`config.mk`:
```
export PLATFORM = sky130hd
export DESIGN_NAME = shift_word_receiver
export DESIGN_NICKNAME = d
export VERILOG_FILES = /design/src/rtl/shift_word_receiver.sv
export SDC_FILE = /design/constraint.sdc
export NUM_CORES = 1
export LEC_CHECK = 0
export ABC_AREA = 0
export CAP_MARGIN = 20
export CORE_AREA = 3 3 40 42
export DETAILED_ROUTE_END_ITERATION = 16
export DIE_AREA = 0 0 43 45
export PLACE_DENSITY = 0.72
export RECOVER_POWER = 100
export SLEW_MARGIN = 20
export SYNTH_ARGS = -nofsm -noshare
export SYNTH_HDL_FRONTEND = slang
export SYNTH_SLANG_ARGS = --single-unit
```
`constraint.sdc`:
```
create_clock -name clk -period 1.67 [get_ports clk]
set_input_delay 0.4175 -clock clk [delete_from_list [all_inputs] [get_ports clk]]
set_output_delay 0.4175 -clock clk [all_outputs]
set_load 0.01 [all_outputs]
```
`src/rtl/shift_word_receiver.sv`:
```
// Serial-in, parallel-out receiver: frames MSB-first bits into WIDTH-bit words on a sync marker
// and presents them through a one-word valid/ready holding buffer with sticky error flags.
module shift_word_receiver #(
  parameter int unsigned WIDTH = 4
) (
  input  logic             clk,
  input  logic             rst,
  input  logic             sin,
  input  logic             sin_valid,
  input  logic             sync,
  output logic [WIDTH-1:0] q,
  output logic             q_valid,
  input  logic             q_ready,
  output logic             busy,
  output logic             overrun,
  output logic             frame_err,
  input  logic             clr_err
);

  localparam int unsigned CntW = (WIDTH > 2) ? $clog2(WIDTH) : 1;

  localparam logic [0:0] IDLE    = 1'b0;
  localparam logic [0:0] COLLECT = 1'b1;

  logic [0:0]       state_q, state_d;
  logic [WIDTH-1:0] sreg_q, sreg_d;
  logic [CntW-1:0]  cnt_q, cnt_d;
  logic [WIDTH-1:0] q_q, q_d;
  logic             q_valid_q, q_valid_d;
  logic             busy_q;
  logic             overrun_q, overrun_d;
  logic             frame_err_q, frame_err_d;

  logic [WIDTH-1:0] shifted;
  logic             complete;
  logic             frame_evt;
  logic             overrun_evt;

  assign shifted = {sreg_q[WIDTH-2:0], sin};

  always_comb begin
    state_d   = state_q;
    sreg_d    = sreg_q;
    cnt_d     = cnt_q;
    complete  = 1'b0;
    frame_evt = 1'b0;
    if (sin_valid) begin
      case (state_q)
        IDLE: begin
          // Unframed bits are dropped silently while waiting for sync.
          if (sync) begin
            sreg_d  = shifted;
            cnt_d   = CntW'(1);
            state_d = COLLECT;
          end
        end
        default: begin
          sreg_d = shifted;
          if (sync) begin
            frame_evt = 1'b1;
            cnt_d     = CntW'(1);
          end else if (cnt_q == CntW'(WIDTH - 1)) begin
            complete = 1'b1;
            cnt_d    = '0;
            state_d  = IDLE;
          end else begin
            cnt_d = cnt_q + CntW'(1);
          end
        end
      endcase
    end
  end

  always_comb begin
    q_d         = q_q;
    q_valid_d   = q_valid_q;
    overrun_evt = 1'b0;
    if (complete) begin
      if (!q_valid_q || q_ready) begin
        q_d       = shifted;
        q_valid_d = 1'b1;
      end else begin
        overrun_evt = 1'b1;
      end
    end else if (q_valid_q && q_ready) begin
      q_valid_d = 1'b0;
    end
  end

  // A new error event in the same cycle as clr_err keeps the flag set.
  assign overrun_d   = (overrun_q & ~clr_err) | overrun_evt;
  assign frame_err_d = (frame_err_q & ~clr_err) | frame_evt;

  always_ff @(posedge clk or posedge rst) begin
    if (rst) begin
      state_q     <= IDLE;
      sreg_q      <= '0;
      cnt_q       <= '0;
      q_q         <= '0;
      q_valid_q   <= 1'b0;
      busy_q      <= 1'b0;
      overrun_q   <= 1'b0;
      frame_err_q <= 1'b0;
    end else begin
      state_q     <= state_d;
      sreg_q      <= sreg_d;
      cnt_q       <= cnt_d;
      q_q         <= q_d;
      q_valid_q   <= q_valid_d;
      busy_q      <= (state_d == COLLECT);
      overrun_q   <= overrun_d;
      frame_err_q <= frame_err_d;
    end
  end

  assign q         = q_q;
  assign q_valid   = q_valid_q;
  assign busy      = busy_q;
  assign overrun   = overrun_q;
  assign frame_err = frame_err_q;

endmodule

```
==> results.md <==
* Status: complete, no violations
* Clock Tree Buf Depth at 2
* FF+latch count, synth at 13
* Worst-Margin Slew at 0.498 ns
* HPWL after DPL at 768 microns
* Slowest stage cell, crit path: dlygate4sd3_1
* Mapped Avg Cell Area at 13.2 sq um
* Initial drt markers at 5
* CP Capture Type: flop
* Post-Syn Area at 543 sq um
* Leakage at 0.342 nW
* Die width at 43 microns
* CTS Hold Bufs at 0
* GRT overflow at 0
* Final Power at 0.00113 W
* Syn Nets at 49
* GPL Wtd Cong at 0.670
* Core Footprint at 1280 sq um
* Cts bufs inserted at 3
* Most common cell after layout, fill and taps aside: dfrtp_1
* Layout cells sized above 1 at 0.246
* Pins over their slew limit at 0
* Clock Power Share at 0.174
* Die ar. at 1940 sq um
* Synth top area share at 0.599
* Root buf cell: clkbuf_4
* Hold WC Path Type: flop to flop
* Vias post-DR at 389
* Num Clock Sinks at 13
* Worst reg2reg setup slack at 0.22 ns
* Combinational Power Share at 0.379
* Part of the Yosys area used for sequential elements at 0.599
* Port Buf Inserts at 14
* Vias in the first global route at 396
* Post-Layout Inst Area at 762 sq um
* FF+latch area at 325 sq um
* Vias per Instance at 4.86
* Multi-input gate area at 195 sq um
* Max_cap viols at 0
* Yosys top cell by area: dfrtp_1
* WP data required at 1.83 ns
* Pin count of the biggest net entering global routing at 14
* Peak VDD IR at 0.000810 V
* P_sw at 0.000338 W
* Setup Skew at 0.0133 ns
* DRC at 0
* Routed Antenna Nets at 0
* Fillers at 116
* Cell variety after synth at 17
* Crit-path cells: dlygate4sd3_1 -> nand4b_1 -> nor2b_4 -> mux2_2
* RSZ-0062 raised after global routing: false
* Max FO, Critical Path at 4
* Startpoint class of the critical path: input port
* Most frequent cells in the layout: dfrtp_1 (13), clkdlybuf4s50_1 (11), mux2_2 (7)
* Min Tclk post-route at 1.62 ns
* TritonRoute pass-1 iters at 4
* Area grow syn2layout at 40.3%
* Crit path DAT at 1.78 ns
* Max incr delay on CP at 0.56 ns
* Wirelength per Cell at 13.1 microns
* Endpoints failing hold at 0
* GR Util All Layers at 0.138
* Row cnt at 13
* Die Height at 45 microns
* Synth Instances at 41
* R2R depth at 4
* Hold Path Origin: cnt_q[1]
* RR Startpoint: cnt_q[0]
* F_max at 617 MHz
* Net Sw Frac at 0.299
* Synth warn at 0
* Hold depth at 2
* Worst r2r dst: q[3]
* Global-route wire length before repair at 1840 microns
* Final wirelength at 1050 microns
* H-tree depth at 1
* Setup-failing EPs final at 0
* Final worst-path cycle share at 0.971
* Power Density at 1480 nW/um^2
* CTS tree: done
* Nets at 74
* Clock slew at reported path FFs at 0.09 ns
* Diodes inserted at 0
* Skew-Pair Late Insertion Delay at 0.28 ns
* Critical path type: input port to flop
* Top cells by area, synth: dfrtp_1 (60%), mux2_2 (15%), nand2_1 (2.8%)
* Initial Utilization at 0.423
* TNS Setup at 0 ns
* Sequential Power Share at 0.447
* Int Power at 0.000792 W
* Ports at 15
* Worst relative slew slack at 0.668
* Placement Cell Area at 749 sq um
* WHS Endpoint: cnt_q[1]
* Initial antenna violation count at 0
## final cells by class
type                            count  area share
Multi-Input combinational cell     24       0.256
Clock buffer                        4      0.0345
Sequential cell                    13       0.427
Tap cell                           15      0.0246
Timing Repair Buffer               21       0.243
Inverter                            3      0.0148
## stage by stage
step           setup WS, ns  std cells  hold slack [ns]  utilization
6_report             0.0484         80            0.481        0.593
5_1_grt              0.0166         80            0.513        0.593
4_1_cts              0.0517         80            0.483        0.604
3_5_place_dp         -0.126         76            0.463        0.583
3_3_place_gp         -0.108         76            0.457        0.583
2_1_floorplan         0.319         41            0.294            -
## synthesized netlist by cell type
cell type  count
o21ai_0        1
nand4b_1       1
a22o_1         1
o21a_1         1
ha_1           1
o22ai_1        1
dfrtp_1       13
clkbuf_2       1
inv_1          3
nand2b_1       1
nand3_1        2
o21ai_1        1
o22a_1         1
nand2_1        4
nor2b_4        1
mux2_2         7
nand4b_2       1
## power by group through the flow
stage	clock, W	sequential (W)	combinational, W
after CTS	0.000201	0.000507	0.000450
after global placement	0	0.000507	0.000437
after global routing	0.000224	0.000525	0.000465
after detailed placement	0	0.000514	0.000446
final	0.000197	0.000505	0.000428
after floorplan	0	0.000544	0.000176
## timing repair
| action | CTS | global route |
|---|---|---|
| endpoints found under the setup margin | 0 | 1 |
| setup buffers | 0 | 0 |
| resized for setup | 0 | 1 |
## kinds of logic after synthesis
kind of cell               after synthesis  synth area share
AOI/OAI and AO/OA                        6            0.0760
adders and majority gates                1            0.0230
buffers and inverters                    4            0.0299
DFF                                     13             0.599
muxes                                    7             0.145
and+or+nand+nor                         10             0.127
## per-layer routing
metal	vias to the layer above	global-route usage	wire length (microns)
met2	12	0.198	465
met3	4	0.0398	66
li1	193	-	-
met1	180	0.176	487
met4	0	0.108	25
met5	-	0	0
## worst max path at each step
stage	start	to	slack, ns	cells after the start
3_5_place_dp	sin_valid	q[3]	-0.13	4
2_1_floorplan	sin_valid	q[0]	0.32	4
5_1_grt	overrun	overrun	0.02	1
4_1_cts	q[0]	q[0]	0.05	1
3_3_place_gp	sin_valid	q[1]	-0.11	4
6_report	sync	q[3]	0.05	4
## sequential cells by signal, indices dropped and copies added (netlist names)
| signal | cells |
|---|---|
| busy | 1 |
| q | 4 |
| q_valid | 1 |
| frame_err | 1 |
| overrun | 1 |
| sreg_q | 3 |
| cnt_q | 2 |
## critical path, delay by kind of cell
family / cells / cell delay (ns)
buffers and inverters: 1 / 0.56
multiplexers: 1 / 0.35
AND/OR/NAND/NOR: 2 / 0.46
Power figures use the tool's default switching activity.
